$ cat src/rtl/fixed_point_pkg.sv
// Shared Q-format types, limits and the round/shift/saturate helper used by the
// DSP arithmetic blocks.
package fixed_point_pkg;

    localparam int PKG_DATA_WIDTH = 32;
    localparam int MAX_DW         = 64;
    localparam int EXT_W          = 2 * MAX_DW;

    typedef logic signed [PKG_DATA_WIDTH-1:0] sample_t;
    typedef logic signed [EXT_W-1:0]          wide_t;

    localparam sample_t MAX_POS = {1'b0, {(PKG_DATA_WIDTH-1){1'b1}}};
    localparam sample_t MAX_NEG = {1'b1, {(PKG_DATA_WIDTH-1){1'b0}}};

    // Works on a sign-extended wide value so any DATA_WIDTH up to MAX_DW shares it;
    // returns {overflow, value} with the result in the low dw bits of value.
    function automatic logic [MAX_DW:0] round_shift_sat(
        input wide_t full,
        input int    dw,
        input int    frac,
        input int    round_en,
        input int    sat_en
    );
        wide_t             biased;
        wide_t             s;
        wide_t             lim_pos;
        wide_t             lim_neg;
        logic [MAX_DW-1:0] val;
        logic              ovf;
        biased = full;
        if (round_en != 0 && frac > 0) begin
            biased = full + (wide_t'(1) <<< (frac - 1));
        end
        s       = biased >>> frac;
        lim_pos = (wide_t'(1) <<< (dw - 1)) - wide_t'(1);
        lim_neg = -(wide_t'(1) <<< (dw - 1));
        val     = s[MAX_DW-1:0];
        ovf     = 1'b0;
        if (s > lim_pos) begin
            ovf = 1'b1;
            if (sat_en != 0) val = lim_pos[MAX_DW-1:0];
        end else if (s < lim_neg) begin
            ovf = 1'b1;
            if (sat_en != 0) val = lim_neg[MAX_DW-1:0];
        end
        return {ovf, val};
    endfunction

endpackage

$ cat src/rtl/fixed_point_scale.sv
// Combinational round, arithmetic shift and saturate/wrap of a double-width
// product down to a DATA_WIDTH Q-format sample.
module fixed_point_scale
    import fixed_point_pkg::*;
#(
    parameter int DATA_WIDTH = 32,
    parameter int FRAC_BITS  = 10,
    parameter int ROUND      = 1,
    parameter int SATURATE   = 1
) (
    input  logic signed [2*DATA_WIDTH-1:0] i_full,
    output logic signed [DATA_WIDTH-1:0]   o_value,
    output logic                           o_overflow
);

    logic [MAX_DW:0] w_res;

    assign w_res      = round_shift_sat(wide_t'(i_full), DATA_WIDTH, FRAC_BITS, ROUND, SATURATE);
    assign o_value    = w_res[DATA_WIDTH-1:0];
    assign o_overflow = w_res[MAX_DW];

    generate
        if (DATA_WIDTH < MAX_DW) begin : g_unused
            logic w_unused_hi;
            assign w_unused_hi = ^w_res[MAX_DW-1:DATA_WIDTH];
        end
    endgenerate

endmodule

$ cat src/rtl/fixed_point_multiplier.sv
// Pipelined signed fixed-point multiplier with valid/ready on both sides.
// Multiply in the first stage, scaling in the last, pure delay in between.
module fixed_point_multiplier
    import fixed_point_pkg::*;
#(
    parameter int DATA_WIDTH = 32,
    parameter int FRAC_BITS  = 10,
    parameter int STAGES     = 3,
    parameter int ROUND      = 1,
    parameter int SATURATE   = 1
) (
    input  logic                         clock,
    input  logic                         reset,
    input  logic                         in_valid,
    output logic                         in_ready,
    input  logic signed [DATA_WIDTH-1:0] multiplicand,
    input  logic signed [DATA_WIDTH-1:0] multiplier,
    output logic                         out_valid,
    input  logic                         out_ready,
    output logic signed [DATA_WIDTH-1:0] product,
    output logic                         overflow,
    output logic                         busy
);

    localparam int PW = 2 * DATA_WIDTH;

    // Handshake: a transfer happens on any cycle with in_valid && in_ready;
    // the output slot is consumed on out_valid && out_ready. One global
    // advance moves every stage together, so a stall freezes the whole pipe.
    logic                 w_advance;
    logic signed [PW-1:0] w_mult;
    logic [STAGES-1:0]    w_vin;
    logic signed [PW-1:0] w_fin [STAGES];
    logic [STAGES-1:0]    w_valid;

    assign w_advance = !out_valid || out_ready;
    assign in_ready  = w_advance;
    assign w_mult    = PW'(multiplicand) * PW'(multiplier);
    assign w_vin[0]  = in_valid;
    assign w_fin[0]  = w_mult;
    assign busy      = |w_valid;

    genvar k;
    generate
        for (k = 0; k < STAGES; k++) begin : g_stage
            if (k < STAGES - 1) begin : g_delay
                logic                 r_valid;
                logic signed [PW-1:0] r_full;

                always_ff @(posedge clock or posedge reset) begin
                    if (reset) begin
                        r_valid <= 1'b0;
                        r_full  <= '0;
                    end else if (w_advance) begin
                        r_valid <= w_vin[k];
                        if (w_vin[k]) r_full <= w_fin[k];
                    end
                end

                assign w_vin[k+1] = r_valid;
                assign w_fin[k+1] = r_full;
                assign w_valid[k] = r_valid;
            end else begin : g_out
                logic signed [DATA_WIDTH-1:0] w_scaled;
                logic                         w_ovf;
                logic                         r_valid;
                logic                         r_overflow;
                logic signed [DATA_WIDTH-1:0] r_product;

                fixed_point_scale #(
                    .DATA_WIDTH (DATA_WIDTH),
                    .FRAC_BITS  (FRAC_BITS),
                    .ROUND      (ROUND),
                    .SATURATE   (SATURATE)
                ) u_scale (
                    .i_full     (w_fin[k]),
                    .o_value    (w_scaled),
                    .o_overflow (w_ovf)
                );

                // Result registers only load with a real item, so they hold across bubbles.
                always_ff @(posedge clock or posedge reset) begin
                    if (reset) begin
                        r_valid    <= 1'b0;
                        r_product  <= '0;
                        r_overflow <= 1'b0;
                    end else if (w_advance) begin
                        r_valid <= w_vin[k];
                        if (w_vin[k]) begin
                            r_product  <= w_scaled;
                            r_overflow <= w_ovf;
                        end
                    end
                end

                assign w_valid[k] = r_valid;
                assign out_valid  = r_valid;
                assign product    = r_product;
                assign overflow   = r_overflow;
            end
        end
    endgenerate

endmodule

$ cat config.mk
export PLATFORM = sky130hd
export DESIGN_NAME = fixed_point_multiplier
export DESIGN_NICKNAME = d
export VERILOG_FILES = /design/src/rtl/fixed_point_pkg.sv /design/src/rtl/fixed_point_scale.sv /design/src/rtl/fixed_point_multiplier.sv
export SDC_FILE = /design/constraint.sdc
export NUM_CORES = 2
export LEC_CHECK = 0
export BUFFER_PORTS_ARGS = -buffer_cell sky130_fd_sc_hd__clkbuf_2
export CAP_MARGIN = 30
export CORE_MARGIN = 2
export CORE_UTILIZATION = 38
export DETAILED_ROUTE_END_ITERATION = 8
export GPL_TIMING_DRIVEN = 1
export PLACE_DENSITY_LB_ADDON = 0.25
export REMOVE_ABC_BUFFERS = 1
export SYNTH_ARGS = -nofsm -noshare
export SYNTH_HDL_FRONTEND = slang
export SYNTH_SLANG_ARGS = --single-unit
export TNS_END_PERCENT = 10
$ cat constraint.sdc
create_clock -name clock -period 8.5 [get_ports clock]
set_input_delay 0.425 -clock clock [delete_from_list [all_inputs] [get_ports clock]]
set_output_delay 0.425 -clock clock [all_outputs]
set_load 0.03 [all_outputs]
==> implementation parameters <==
Parameter                              Value

Global routing
  First-pass GRT wire length ... 186 mm
  Global route total overflow ... 0
  All-layer global routing usage ... 0.200
  Number of antenna violations at the first check in global routing ... 10
  Vias in the first global route ... between 30000 and 40000
  Pin count of the biggest net entering global routing ... between 70 and 80

Placed design
  Port-buffer cells ... ~100
  Final weighted congestion in routability-driven placement ... about 0.86
  Total instance count after detailed placement ... between 6000 and 7000
  Post-detail-place hpwl ... ~97 mm

Floorplan
  Die extent in y ... between 300 and 400 microns
  Site row count ... between 100 and 150
  Die Footprint ... 117000 sq um
  Initial core utilization ... 0.382
  DIE WIDTH ... approximately 340 microns
  Core Area ... approximately 110000 sq um
  Count of pins on the block boundary ... about 100

Routing
  Ratio of routed vias to standard cells ... just under 5
  Total via count in the routed design ... between 30000 and 40000
  Detailed Route Iter0 Violations ... about 1600
  First-pass iteration count of the detailed router ... 5
  Final routed DRC violation total ... 0
  Residual antenna-violating net count after detailed routing ... 0
  Total Routed Length ... 112 mm
  Final routed wire length divided by cell count ... approximately 18 microns

Critical path
  Endpoint of the lowest-slack register-to-register path ... product[10]
  Largest fanout of any net on the critical path ... 22
  Crit start category ... input pin
  Element type at the critical path end ... flop
  Worst EP arrival ... ~8.3 ns
  Category of the critical setup timing path ... input pin to flop
  Reg-to-reg critical path startpoint ... g_stage[1].g_delay.r_full[11]
  Depth of the most critical reg-to-reg path ... 9
  Data required time of the worst path ... 8.79 ns
  Reg-to-reg slack, setup ... 4.53 ns

Timing
  Max-slew violation total from the final report ... 0
  Worst setup skew after layout ... ~0.018 ns
  Worst slew margin relative to its limit ... 0.392
  Worst-case hold slack ... around 0.073 ns
  Unrepaired setup endpoints after global routing ... no
  Min Tclk post-route ... 7.97 ns
  Number of failing hold endpoints at the final stage ... 0
  Share of the cycle needed by the critical path after routing ... 0.938
  Highest Clock Rate ... roughly 130 MHz
  Endpoints failing setup ... 0
  Total negative slack for setup checks ... 0 ns
  Actual transition at the worst max-transition pin ... slightly above 0.9 ns

Synthesis
  Proportion of synthesized flip-flops having asynchronous set or reset ... 1.00
  Post-synth EDFFs ... 0
  Ranking of synthesized cells by area ... sky130_fd_sc_hd__fa_1 (50%), sky130_fd_sc_hd__inv_1 (8.7%), sky130_fd_sc_hd__dfrtp_1 (8.4%)
  Post-synthesis xor/xnor area fraction ... 0.0201
  Count of unique library cells instantiated by Yosys ... between 70 and 80
  Total of warnings raised by yosys ... 0
  Post-Synth Adder-Cell Area ... 0.550
  Fraction of the yosys area taken by sequential cells ... 0.0840
  Post-synth top cells ... sky130_fd_sc_hd__fa_1 (1081), sky130_fd_sc_hd__inv_1 (1010), sky130_fd_sc_hd__nand2_1 (623)
  Area share of and/or/nand/nor cells after synthesis ... 0.166
  Share of Yosys cell area claimed by the top area cell type ... 0.498
  Post-synth top area cell ... sky130_fd_sc_hd__fa_1
  Synth Cell Area ... ~43000 sq um
  Multiplexer share of the synthesized area ... 0.0150
  Flip-flop cell with the highest count after synthesis ... sky130_fd_sc_hd__dfrtp_1
  Complex-gate fraction of the synthesized area ... 0.0537
  Most frequent cell after synthesis ... sky130_fd_sc_hd__fa_1
  Synthesized instance count ... 4620
  Post-synthesis register bit count ... 146
  Main combinational cell family by area after synthesis ... adder cells
  Avg Inst Size Synth ... roughly 9.4 sq um

Clocking
  CTS H-tree depth ... 4
  CTS sink cnt ... between 100 and 150
  CTS Buf Count ... 17
  Post-CTS setup buffer count ... 0
  Clk_lat worst skew ... 0.44 ns
  Post-CTS clock slew at the launch and capture registers of the worst setup and hold paths ... approximately 0.070 ns
  Root buf cell ... sky130_fd_sc_hd__clkbuf_16
  TritonCTS clock tree ... yes
  Number of cells upsized or downsized after cts ... 0
  Max clock buf depth ... 2
  Number of buffers inserted for hold repair after clock tree synthesis ... 0

Final layout
  # nets final ... roughly 5900
  Area Growth Syn to Fin ... 6.88%
  Post-layout utilization of the core ... 0.408
  Area of all sequential standard cells ... between 3000 and 4000 sq um
  Layout fillers ... between 10000 and 15000
  Finished Layout Cells ... 6135
  Area used by multi-input combinational logic ... ~35000 sq um
  Fraction of final layout cells sized beyond drive strength 1 ... 0.0803

Run status
  Run status ... complete, no violations

Hold path
  Hold WC Path Type ... input pin to asynchronous set/reset pin

Job
  Number of max-cap violations ... 0
-- how the worst max path moves through the flow --
stage                    from                       endpoint  slack, ns  depth (start not counted)
6_report        multiplier[9]  g_stage[0].g_delay.r_full[56]       0.53                         22
5_1_grt         multiplier[5]  g_stage[0].g_delay.r_full[56]       0.10                         23
4_1_cts         multiplier[3]  g_stage[0].g_delay.r_full[62]       0.52                         26
3_5_place_dp    multiplier[3]  g_stage[0].g_delay.r_full[62]       0.09                         26
3_3_place_gp   multiplier[17]  g_stage[0].g_delay.r_full[63]       0.09                         26
2_1_floorplan   multiplier[2]  g_stage[0].g_delay.r_full[56]       0.90                         18
-- layout make-up --
cell class                      instances  share of cell area
Tap cell                             1512              0.0407
Inverter                             1011              0.0818
Multi-Input combinational cell       3200               0.753
Clock inverter                         14             0.00358
Timing Repair Buffer                  232              0.0330
Clock buffer                           18             0.00923
Antenna cell                            2            0.000108
Sequential cell                       146              0.0786
-- per-layer routing --
| layer | vias to the layer above | GRT usage | share of wire | routed length (microns) |
|---|---|---|---|---|
| met4 | 0 | 0.0424 | 0.021 | 2390 |
| met1 | 16011 | 0.275 | 0.44 | 48800 |
| met5 | - | 0 | 0 | 0 |
| met3 | 137 | 0.0178 | 0.043 | 4830 |
| met2 | 693 | 0.346 | 0.50 | 55900 |
| li1 | 13638 | - | - | - |
-- cells by family (layout without fill, tap and decap cells) --
family / Yosys count / after routing
other: 0 / 2
DFF: 146 / 146
and+or+nand+nor: 1445 / 1445
adders and majority gates: 1262 / 1262
xor gates and xnor gates: 100 / 100
buffers and inverters: 1274 / 1275
AOI/OAI and AO/OA: 335 / 335
muxes: 58 / 58
-- metrics by stage --
stage               setup slack, ns  cell area (sq um)
global route                  0.101              46500
global placement             0.0903              45900
floorplan                     0.902              42400
finish                        0.530              46500
CTS                           0.524              46500
detailed placement           0.0930              45900
-- flip-flops by register name, indices dropped and copies added (netlist names) --
signal,flops
g_stage.g_delay.r_full,110
g_stage.g_delay.r_valid,2
out_valid,1
overflow,1
product,32
-- layout by cell type (no fill, tap or decap), drive strengths merged, types with 15 or more instances in the layout --
cell | netlist | layout
fa | 1081 | 1081
inv | 1010 | 1018
nand2 | 623 | 623
and2 | 517 | 517
ha | 181 | 181
dfrtp | 146 | 146
buf | 12 | 129
clkbuf | 250 | 121
nor2 | 115 | 115
o21ai | 95 | 95
a21oi | 79 | 79
xnor2 | 64 | 64
mux2 | 57 | 57
nand4 | 41 | 41
nand3 | 36 | 36
xor2 | 36 | 36
a21o | 31 | 31
a311oi | 28 | 28
nor3 | 23 | 23
and3 | 20 | 20
a31oi | 17 | 17
nor4 | 16 | 16
and4 | 15 | 15
-- worst max-delay path: stages --
cell and delay (ns):
sky130_fd_sc_hd__clkbuf_2 0.50, sky130_fd_sc_hd__nand2_1 0.21, sky130_fd_sc_hd__fa_1 0.66, sky130_fd_sc_hd__fa_1 0.91, sky130_fd_sc_hd__fa_1 0.53, sky130_fd_sc_hd__fa_1 0.51
sky130_fd_sc_hd__inv_1 0.05, sky130_fd_sc_hd__fa_1 0.58, sky130_fd_sc_hd__fa_1 0.43, sky130_fd_sc_hd__fa_1 0.49, sky130_fd_sc_hd__inv_1 0.06, sky130_fd_sc_hd__fa_1 0.50
sky130_fd_sc_hd__inv_1 0.04, sky130_fd_sc_hd__ha_1 0.28, sky130_fd_sc_hd__nand2_1 0.12, sky130_fd_sc_hd__or4_1 0.54, sky130_fd_sc_hd__a2111oi_0 0.43, sky130_fd_sc_hd__buf_4 0.22
sky130_fd_sc_hd__o22ai_1 0.11, sky130_fd_sc_hd__o311ai_0 0.38, sky130_fd_sc_hd__xnor2_1 0.17, sky130_fd_sc_hd__o21ai_0 0.08
Power is not shown: default switching activity piles up to over one toggle a cycle in this logic, so the estimate is an artifact.
